**src/rtl/serial_add_scheduler.sv**
```systemverilog
// Round-robin front end that time-shares one bit-serial adder among N requesters.
// Optional result backpressure (res_ready port) is enabled by defining SAS_BACKPRESSURE_EN.
module serial_add_scheduler #(
    parameter int N   = 4,
    parameter int W   = 8,
    parameter int IDW = (N > 1) ? $clog2(N) : 1
) (
    input  logic           clk,
    input  logic           rst,
    input  logic [N-1:0]   req_valid,
    output logic [N-1:0]   req_ready,
    input  logic [N*W-1:0] req_a,
    input  logic [N*W-1:0] req_b,
    output logic           res_valid,
    output logic [IDW-1:0] res_id,
    output logic [W-1:0]   res_sum,
    output logic           busy,
    output logic           sa_vld,
    output logic           sa_a,
    output logic           sa_b,
    output logic           sa_last,
    input  logic           sa_sum
`ifdef SAS_BACKPRESSURE_EN
    ,
    input  logic           res_ready
`endif
);

    localparam int CW = (W > 1) ? $clog2(W) : 1;
    localparam logic [CW-1:0]  CNT_LAST = CW'(W - 1);
    localparam logic [IDW-1:0] ID_LAST  = IDW'(N - 1);

    typedef enum logic [1:0] {
        IDLE  = 2'd0,
        SHIFT = 2'd1,
        DONE  = 2'd2
    } state_t;

    state_t         state;
    state_t         state_nxt;

    logic [IDW-1:0] ptr;
    logic [IDW-1:0] id;
    logic [IDW-1:0] id_q;
    logic [IDW-1:0] grant;
    logic [IDW-1:0] scan;
    logic           found;
    logic [W-1:0]   sel_a;
    logic [W-1:0]   sel_b;
    logic [W-1:0]   a_sh;
    logic [W-1:0]   b_sh;
    logic [W-1:0]   res_sh;
    logic [W-1:0]   sum_q;
    logic [CW-1:0]  cnt;
    logic           last_bit;
    logic           done_ack;

    // Serial sum bits enter at the MSB so the first (LSB) bit lands in bit 0 after W shifts.
    function automatic logic [W-1:0] shift_in(input logic [W-1:0] r, input logic b);
        logic [W:0] t;
        t = {b, r};
        return t[W:1];
    endfunction

    assign last_bit = (cnt == CNT_LAST);

`ifdef SAS_BACKPRESSURE_EN
    assign done_ack = res_ready;
`else
    assign done_ack = 1'b1;
`endif

    // Round-robin search starting at ptr, wrapping modulo N.
    always_comb begin
        found = 1'b0;
        grant = '0;
        scan  = '0;
        for (int k = 0; k < N; k++) begin
            scan = IDW'((int'(ptr) + k) % N);
            if (!found && req_valid[scan]) begin
                found = 1'b1;
                grant = scan;
            end
        end
    end

    always_comb begin
        sel_a = '0;
        sel_b = '0;
        for (int i = 0; i < N; i++) begin
            if (grant == IDW'(i)) begin
                sel_a = req_a[i*W +: W];
                sel_b = req_b[i*W +: W];
            end
        end
    end

    always_ff @(posedge clk or posedge rst) begin
        if (rst) begin
            state <= IDLE;
        end else begin
            state <= state_nxt;
        end
    end

    always_comb begin
        state_nxt = state;
        case (state)
            IDLE:    if (found)    state_nxt = SHIFT;
            SHIFT:   if (last_bit) state_nxt = DONE;
            DONE:    if (done_ack) state_nxt = IDLE;
            default:               state_nxt = IDLE;
        endcase
    end

    always_ff @(posedge clk or posedge rst) begin
        if (rst) begin
            ptr    <= '0;
            id     <= '0;
            id_q   <= '0;
            a_sh   <= '0;
            b_sh   <= '0;
            res_sh <= '0;
            sum_q  <= '0;
            cnt    <= '0;
        end else begin
            case (state)
                IDLE: begin
                    if (found) begin
                        a_sh <= sel_a;
                        b_sh <= sel_b;
                        id   <= grant;
                        ptr  <= (grant == ID_LAST) ? '0 : grant + IDW'(1);
                        cnt  <= '0;
                    end
                end
                SHIFT: begin
                    a_sh   <= a_sh >> 1;
                    b_sh   <= b_sh >> 1;
                    res_sh <= shift_in(res_sh, sa_sum);
                    cnt    <= cnt + CW'(1);
                    // Result is latched separately so it survives the next operation's shifting.
                    if (last_bit) begin
                        sum_q <= shift_in(res_sh, sa_sum);
                        id_q  <= id;
                    end
                end
                default: ;
            endcase
        end
    end

    always_comb begin
        req_ready = '0;
        res_valid = 1'b0;
        busy      = 1'b0;
        sa_vld    = 1'b0;
        sa_a      = 1'b0;
        sa_b      = 1'b0;
        sa_last   = 1'b0;
        res_sum   = sum_q;
        res_id    = id_q;
        case (state)
            IDLE: begin
                for (int i = 0; i < N; i++) begin
                    req_ready[i] = found && !rst && (grant == IDW'(i));
                end
            end
            SHIFT: begin
                busy    = 1'b1;
                sa_vld  = 1'b1;
                sa_a    = a_sh[0];
                sa_b    = b_sh[0];
                sa_last = last_bit;
            end
            DONE: begin
                busy      = 1'b1;
                res_valid = 1'b1;
            end
            default: ;
        endcase
    end

endmodule
```
**config.mk**
```make
export PLATFORM = sky130hd
export DESIGN_NAME = serial_add_scheduler
export DESIGN_NICKNAME = d
export VERILOG_FILES = /design/src/rtl/serial_add_scheduler.sv
export SDC_FILE = /design/constraint.sdc
export NUM_CORES = 1
export LEC_CHECK = 0
export BUFFER_PORTS_ARGS = -buffer_cell sky130_fd_sc_hd__buf_2
export CAP_MARGIN = 20
export CORE_UTILIZATION = 45
export DETAILED_ROUTE_END_ITERATION = 6
export PLACE_DENSITY_LB_ADDON = 0.08
export SLEW_MARGIN = 20
export SYNTH_ARGS = -nofsm -noshare
export SYNTH_HDL_FRONTEND = slang
export SYNTH_SLANG_ARGS = --single-unit
```
**constraint.sdc**
```tcl
create_clock -name clk -period 2.75 [get_ports clk]
set_input_delay 0.6875 -clock clk [delete_from_list [all_inputs] [get_ports clk]]
set_output_delay 0.6875 -clock clk [all_outputs]
set_load 0.03 [all_outputs]
```
==> results of run 1 <==
cell usage after synthesis (all sizes together), types with 2 or more instances:
master | instances | area [sq um]
dfrtp | 42 | 1051
a221oi | 30 | 269.0
o21ai | 20 | 100.1
mux2 | 18 | 202.7
nor2 | 17 | 63.81
mux2i | 15 | 150.1
o221ai | 15 | 131.4
clkbuf | 13 | 48.80
nand2 | 11 | 41.29
ha | 9 | 112.6
and2 | 7 | 46.30
inv | 7 | 26.28
buf | 6 | 35.03
nor2b | 4 | 25.02
a21oi | 3 | 15.01
a32o | 2 | 20.02
nand2b | 2 | 12.51
logic make-up after synthesis:
group,after synthesis,share of synthesized area
AOI/OAI and AO/OA,75,0.2325
adders and majority gates,9,0.04559
buffers and inverters,27,0.04610
DFF,42,0.4255
muxes,33,0.1429
and+or+nand+nor,50,0.1074
what timing repair did:
action,4_1_cts,5_1_grt
setup buffers,0,2
resized for setup,11,16
endpoints found under the setup margin,3,4
pin swaps,5,7
registers in the layout, indices dropped and copies added (netlist names):
signal	flops
res_id	2
a_sh	8
ptr	2
b_sh	8
id	2
cnt	3
res_sum	8
state	2
res_sh	7
through the flow:
| step | std cells | setup TNS [ps] |
|---|---|---|
| after CTS | 407 | 0 |
| after global routing | 409 | -42.96 |
| final | 409 | 0 |
| after global placement | 399 | -38.16 |
| after floorplan | 236 | -11.09 |
| after detailed placement | 399 | -204.5 |
power by group through the flow:
stage	Sequential (mW)	Clock, mW	Combinational, mW
2_1_floorplan	1.22	0	1.56
3_3_place_gp	1.14	0	2.17
3_5_place_dp	1.15	0	2.23
4_1_cts	1.14	0.495	2.26
5_1_grt	1.18	0.518	2.53
6_report	1.15	0.481	2.28
worst max-delay path by stage:
stage                      start      endpoint  slack [ps]  depth (start not counted)
CTS                 req_valid[1]  req_ready[1]          10                          7
finish              req_valid[0]  req_ready[1]          30                          7
global route        req_valid[0]  req_ready[3]         -30                         10
detailed placement  req_valid[0]  req_ready[3]         -50                         10
global placement    req_valid[1]  req_ready[0]         -10                          7
floorplan           req_valid[1]  req_ready[1]         -10                          7
layout by cell type, fill, tap and decap left out, drive strengths merged, types with 2 or more instances in the layout:
master / n
buf: 114
dfrtp: 42
a221oi: 30
o21ai: 20
mux2: 18
nor2: 17
o221ai: 15
mux2i: 15
nand2: 11
ha: 9
inv: 7
and2: 7
clkbuf: 6
nor2b: 4
a21oi: 3
a32o: 2
nand2b: 2
area by class of cell:
type	instances	area, sq um
Clock buffer	6	72.57
Clock inverter	2	37.54
Fill cell	478	1866
Inverter	8	32.53
Multi-Input combinational cell	167	1374
Sequential cell	42	1051
Tap cell	70	87.58
Timing Repair Buffer	114	684.4
layer usage:
metal / GRT usage / wire length, microns / vias to the layer above
li1: - / - / 1117
met1: 0.2667 / 2689 / 1088
met2: 0.4055 / 3163 / 85
met3: 0.04072 / 280 / 14
met4: 0.08462 / 140 / 0
met5: 0 / 0 / -
worst reg2reg max path: stages, from the launching register on:
cell      delay (ps)
dfrtp_1          440
inv_1            110
or3_4            400
nand4_1          180
inv_1             90
ha_2             210
or2_2            410
a221oi_1         280
o21ai_0          120
==> impl_metrics.toml, run 1 <==
[status]
outcome = "finished, final reports clean"

[sta]
fin_crit_ps = 2717
timing.hold.ws_ps = 488.5
min_period_over_period = 0.9880
clock_skew_ps = 4.920
rsz0062_at_grt = "yes"
setup_viol = 0
tightest_slew_ps = 1006
hold_viol = 0
relSlewSlack = 0.3261
fin_ws_ps = 32.96
drv_slew = 0
max_freq_ghz = 0.3680

[setup_path]
crit_family = "simple AND/OR/NAND/NOR gates"
cp_max_fo = 5
r2r_start = "ptr[0]"
max_stage_delay_ps = 530
cp-end-kind = "output port"
critPathLaunchType = "primary input"
reg2reg_slack_ps = 390
r2r_end = "b_sh[0]"
critical_path_arrival_ps = 2030
crit_type = "primary input to output port"
crit_chain = "buf_8 -> or4_4 -> nand4_1 -> inv_1 -> ha_2 -> and2_4 -> buf_6"
critPathRequiredTime_ps = 2060
worst-path-buf-inv = 3
worst_path_max_delay_cell = "or4_4"
rr_worst_depth = 8

[clock_network]
cts-root-buf = "clkbuf_8"
path_clk_slew_ps = 80
cts_hold_buffers = 0
htree_levels = 2
clk_latency_ps = 290
cts_num_sinks = 42
clockBufferDepth = 2
cts_tree = "done"
numCtsBuffers = 5

[placed_design]
dpl_worst_slack_ps = -50.72
placed_cell_area_sq_um = 3119
io_buffers = 90
detailed_place_hpwl_microns = 4612
gp_congestion = 0.9992

[synth]
async_flop_share = 1.000
synth.distinct_cells = 37
synth_seq_cells = 42
syn_nets = 316
yosysWarnings = 0
synth-edff-count = 0
synth.cell_area_sq_um = 2470
synth_ff_type = "dfrtp_1"
avgSynthCellArea_sq_um = 10.47
ys_seq_area_frac = 0.4255
synth_cells = 236

[route]
wl_microns = 6274
viasPerCell = 5.633
first_iter_violations = 87
drc = 0
vias = 2304
wl_per_cell_microns = 15.34
ant_nets = 0
first_pass_iters = 4

[cells_and_area]
fin_util = 0.6416
antenna_cells = 0
design_area_sq_um = 3339
areaGrowthSynthToFinish_pct = 35.21
drive_gt1_frac = 0.4661
finalNetCount = 418

[power]
switchingPower_mw = 1.682
p_total_mw = 3.903
p_sw_frac = 0.4309
p_int_mw = 2.221
clock_power_share = 0.123
pwr-share-seq = 0.294
p_comb_frac = 0.583
leakagePower_nw = 1.597
power_density_nw_per_um2 = 1169
peakVddDrop_mv = 0.7481

[floorplanning]
fp.dieH_microns = 76.09
ios = 91
die_area_sq_um = 5789
initial_core_util = 0.4745
die_x_microns = 76.09
core-area_sq_um = 5205
rows = 26

[global_route]
grt_first_pass_wirelength_microns = 10480
grt_usage = 0.2253
antenna_found_initial = 0
overflow = 0
grt_pass1_vias = 2343
grt_max_degree = 43

[min_path]
holdPathStages = 2
min_path_type = "register to register"
hold_path_end = "id[0]"
worstHoldStart = "id[0]"

[job]
maxCapViolCount = 0
Power figures use the tool's default switching activity.
==> run 2, diff against run 1 <==
--- a/config.mk
+++ b/config.mk
@@ -5,9 +5,10 @@
 export SDC_FILE = /design/constraint.sdc
 export NUM_CORES = 1
 export LEC_CHECK = 0
+export ABC_AREA = 1
 export BUFFER_PORTS_ARGS = -buffer_cell sky130_fd_sc_hd__buf_2
 export CAP_MARGIN = 20
-export CORE_UTILIZATION = 45
+export CORE_UTILIZATION = 46
 export DETAILED_ROUTE_END_ITERATION = 6
 export PLACE_DENSITY_LB_ADDON = 0.08
 export SLEW_MARGIN = 20
==> impl_metrics.toml, run 2 <==
[synth]
synth.distinct_cells = 25
synth_top_family_by_area = "simple AND/OR/NAND/NOR gates"
yosysWarnings = 0
synth.cell_area_sq_um = 2685
syn_nets = 468
synth_mux_area_frac = 0
synth_cells = 388
async_flop_share = 1.000
synthAdderAreaFrac = 0.04194
synth_commonest_cells = "nand2_1, dfrtp_1, nand3_1, inv_1, nor2_1"
synthTopCellsByArea = "dfrtp_1, nand2_1, nand3_1"
yosysMostFrequentCell = "nand2_1"
yosys.area_share.simple = 0.3308
avgSynthCellArea_sq_um = 6.920
ys_seq_area_frac = 0.3914
synth_seq_cells = 42
synth_xor_area_frac = 0
synth_top_area_cell = "dfrtp_1"
yosys.area.top_type_share = 0.3914
synth-edff-count = 0
synth_ff_type = "dfrtp_1"
synth_compound_area_frac = 0.1528

[global_route]
grt_pass1_vias = 2874
grt_first_pass_wirelength_microns = 12750
antenna_found_initial = 0
grt_usage = 0.2597
overflow = 0
grt_max_degree = 33

[sta]
relSlewSlack = 0.7166
tns_ps = -903.6
clock_skew_ps = 2.861
fin_ws_ps = -245.4
rsz0062_at_grt = "yes"
min_period_over_period = 1.089
hold_viol = 0
drv_slew = 0
max_freq_ghz = 0.3338
fin_crit_ps = 2995
tightest_slew_ps = 425.1
setup_viol = 4

[setup_path]
cp-end-kind = "output port"
crit_type = "register to output port"
cp_max_fo = 7
worst-path-buf-inv = 5
r2r_end = "a_sh[2]"
critical_path_arrival_ps = 2310
worst_path_max_delay_cell = "dfrtp_2"
crit_path_frequent_cell = "nand2_2"
r2r_start = "ptr[0]"
reg2reg_slack_ps = 60
crit_chain = "inv_4 -> nand2_2 -> nand3_1 -> nand2_2 -> nand2_4 -> nand2_2 -> nand2_2 -> nand2_4 -> a21oi_4 -> inv_2 -> buf_6 -> ha_4 -> clkinv_4 -> nor2_4 -> buf_6"
critPathRequiredTime_ps = 2060
crit_family = "simple AND/OR/NAND/NOR gates"
critPathLaunchType = "register"
rr_worst_depth = 20
max_stage_delay_ps = 480

[cells_and_area]
regArea_sq_um = 1052
fin_util = 0.7021
areaGrowthSynthToFinish_pct = 45.76
antenna_cells = 0
final_common_cell = "nand2_1"
num-fill-cells = 476
multi_input_area_sq_um = 1669
finalNetCount = 589
drive_gt1_frac = 0.4118
most-common-layout-cells = "nand2_1, buf_2, dfrtp_1"

[clock_network]
cts_tree = "done"
htree_levels = 2
clk_latency_ps = 290
cts_hold_buffers = 0
cts-root-buf = "clkbuf_8"
numCtsBuffers = 5
path_clk_slew_ps = 80
cts_num_sinks = 42
clockBufferDepth = 2

[route]
drc = 0
viasPerCell = 5.134
wl_per_cell_microns = 13.40
first_pass_iters = 4
first_iter_violations = 202
ant_nets = 0
wl_microns = 7801
vias = 2988

[floorplanning]
ios = 91
core-area_sq_um = 5574
initial_core_util = 0.4817
rows = 27
fp.dieH_microns = 78.40
die_area_sq_um = 6147
die_x_microns = 78.40

[placed_design]
detailed_place_hpwl_microns = 5336
gp_congestion = 0.8017
io_buffers = 90

[status]
violations = "negative setup slack"
outcome = "finished, violations left"

[min_path]
min_path_type = "primary input to asynchronous set/reset pin"

[job]
maxCapViolCount = 0
run 2: per-layer routing:
metal | vias up | wire (microns) | GRT usage
li1 | 1505 | - | -
met1 | 1385 | 3346 | 0.3375
met2 | 79 | 4031 | 0.4439
met3 | 19 | 278 | 0.04186
met4 | 0 | 145 | 0.07407
met5 | - | 0 | 0
run 2: worst register-to-register path, cell delays in order, from the launching register on:
cell,delay [ps]
dfrtp_2,480
buf_6,160
nand2_4,70
nand2_4,60
nand2_1,90
nand2_1,70
nor2_2,140
nand3_1,110
nand3_2,100
nand2_4,80
ha_4,180
buf_4,130
buf_4,130
nor2_4,100
buf_12,150
nand2_1,60
nand2_1,60
o211ai_1,90
a31oi_1,210
nand2_1,90
nand2_1,60
run 2: repair_timing:
item | CTS | global route
endpoints found under the hold margin | 0 | 0
setup endpoints to repair | 20 | 19
buffers inserted | 10 | 4
resized for setup | 52 | 17
pin swaps | 18 | 16
run 2: worst max path at each step:
stage / slack [ps] / cells past startpoint / startpoint / to
after CTS: -180 / 16 / ptr[0] / req_ready[2]
after global routing: -380 / 15 / ptr[0] / req_ready[2]
after global placement: -440 / 19 / req_valid[3] / a_sh[4]
after floorplan: -280 / 15 / req_valid[2] / req_ready[3]
final: -250 / 15 / ptr[0] / req_ready[2]
after detailed placement: -530 / 19 / req_valid[0] / b_sh[2]
run 2: metrics by stage:
stage               setup slack (ps)  hold WS, ps  cells  instance area [sq um]
finish                        -245.4        301.8    582                   3914
global route                  -380.3        297.4    582                   3914
CTS                           -176.9        299.7    578                   3811
detailed placement            -533.0        460.6    560                   3440
global placement              -436.9        457.2    560                   3440
floorplan                     -276.8        442.2    388                   2794
run 2: cell type report:
cell class | instances | area share
clock buffers | 5 | 0.01758
flip-flops and latches | 42 | 0.2689
inverters | 30 | 0.03293
repair buffers | 135 | 0.2209
multi-input cells | 295 | 0.4265
clock inverters | 3 | 0.01023
well taps | 72 | 0.02302
run 2: logic make-up after synthesis:
kind of cell | Yosys count
and+or+nand+nor | 216
AOI/OAI and AO/OA | 70
buffers and inverters | 51
DFF | 42
adders and majority gates | 9
Power of run 2 is not shown: default switching activity piles up to over one toggle a cycle in this logic, so the estimate is an artifact.
==> run 3, diff against run 2 <==
--- a/config.mk
+++ b/config.mk
@@ -8,6 +8,7 @@
 export ABC_AREA = 1
 export BUFFER_PORTS_ARGS = -buffer_cell sky130_fd_sc_hd__buf_2
 export CAP_MARGIN = 20
+export CORE_ASPECT_RATIO = 1.4
 export CORE_UTILIZATION = 46
 export DETAILED_ROUTE_END_ITERATION = 6
 export PLACE_DENSITY_LB_ADDON = 0.08
==> impl_metrics.toml, run 3 (synthesized netlist as in run 2, its figures left out) <==
[placed_design]
place_inst = 549
detailed_place_hpwl_microns = 5089
placed_cell_area_sq_um = 3369
io_buffers = 90
dpl_worst_slack_ps = -141.6
gp_congestion = 0.8891

[sta]
min_period_over_period = 1.070
hold_viol = 0
tightest_slew_ps = 417.0
max_freq_ghz = 0.3399
fin_ws_ps = -192.0
relSlewSlack = 0.7220
fin_crit_ps = 2942
clock_skew_ps = 2.838
drv_slew = 0
rsz0062_at_grt = "yes"
setup_viol = 12

[route]
ant_nets = 0
wl_microns = 7935
drc = 0
vias = 3050
first_iter_violations = 87
wl_per_cell_microns = 13.54
first_pass_iters = 5
viasPerCell = 5.205

[cells_and_area]
design_area_sq_um = 3970
fin_cells = 586
drive_gt1_frac = 0.4170
final_common_cell = "nand2_1"
finalNetCount = 597
most-common-layout-cells = "nand2_1, buf_2, buf_4"
num-fill-cells = 443
areaGrowthSynthToFinish_pct = 47.86
antenna_cells = 0
fin_util = 0.7134

[setup_path]
crit_type = "register to output port"
crit_family = "simple AND/OR/NAND/NOR gates"
max_stage_delay_ps = 410
crit_chain = "buf_6 -> clkinv_8 -> nand2_4 -> nand2_4 -> inv_2 -> nand2_2 -> nand2_2 -> nand2_2 -> nand2_2 -> nand2_2 -> nand2_4 -> a21oi_4 -> inv_2 -> ha_4 -> inv_2 -> nor2_1 -> buf_4"
cp_max_fo = 7
critPathLaunchType = "register"
worst-path-buf-inv = 6
crit_path_frequent_cell = "nand2_2"
worst_path_max_delay_cell = "dfrtp_2"
cp-end-kind = "output port"
critical_path_arrival_ps = 2250
critPathRequiredTime_ps = 2060

[floorplanning]
die_area_sq_um = 6151
initial_core_util = 0.4825
die_x_microns = 66.57
rows = 32
fp.dieH_microns = 92.40
core-area_sq_um = 5565
ios = 91

[clock_network]
clk_latency_ps = 290
numCtsBuffers = 5
cts_num_sinks = 42
path_clk_slew_ps = 80
htree_levels = 2
clockBufferDepth = 2
cts-root-buf = "clkbuf_8"
cts_tree = "done"

[global_route]
grt_first_pass_wirelength_microns = 11610
antenna_found_initial = 0
grt_pass1_vias = 2780
grt_max_degree = 33
grt_usage = 0.2384
overflow = 0

[status]
outcome = "finished, violations left"
violations = "negative setup slack"

[job]
maxCapViolCount = 0

[min_path]
min_path_type = "primary input to asynchronous set/reset pin"
## run 3: final cells by class
class | count | area, sq um | area share
Multi-Input combinational cell | 295 | 1695 | 0.4270
Sequential cell | 42 | 1052 | 0.2650
Timing Repair Buffer | 143 | 892.1 | 0.2247
Inverter | 30 | 138.9 | 0.03498
Tap cell | 68 | 85.08 | 0.02143
Clock buffer | 7 | 76.32 | 0.01922
Clock inverter | 1 | 30.03 | 0.007564
## run 3: layer usage
metal  global-route usage  part of all wire  vias up
met5                    0                 0        -
met4              0.06915             0.020        0
met3              0.03079             0.051       18
met2               0.4327              0.52      138
met1               0.2837              0.41     1377
li1                     -                 -     1517
## run 3: worst paths after layout
check                          start            to  slack, ps  cells after the start
max                           ptr[0]  req_ready[0]       -190                     17
min                              rst       a_sh[7]        330                      2
max reg2reg                   ptr[0]        ptr[0]       -170                     25
min reg2reg                res_id[0]     res_id[0]        480                      2
max in group asynchronous        rst        ptr[0]       1820                      3
min in group clk           res_id[0]     res_id[0]        480                      2
## run 3: what timing repair did
action                     CTS  global route
resized for setup           21            55
pin swaps                    5            22
hold buffers                 0             0
setup endpoints to repair    7            21
buffers inserted            18            12
## run 3: through the flow
stage	setup TNS (ps)	hold slack (ps)
2_1_floorplan	-286.4	442.2
3_3_place_gp	-541.8	457.8
3_5_place_dp	-1117	463.2
4_1_cts	-452.0	314.6
5_1_grt	-2990	328.2
6_report	-1087	330.5
Power of run 3 is left out for the same reason.
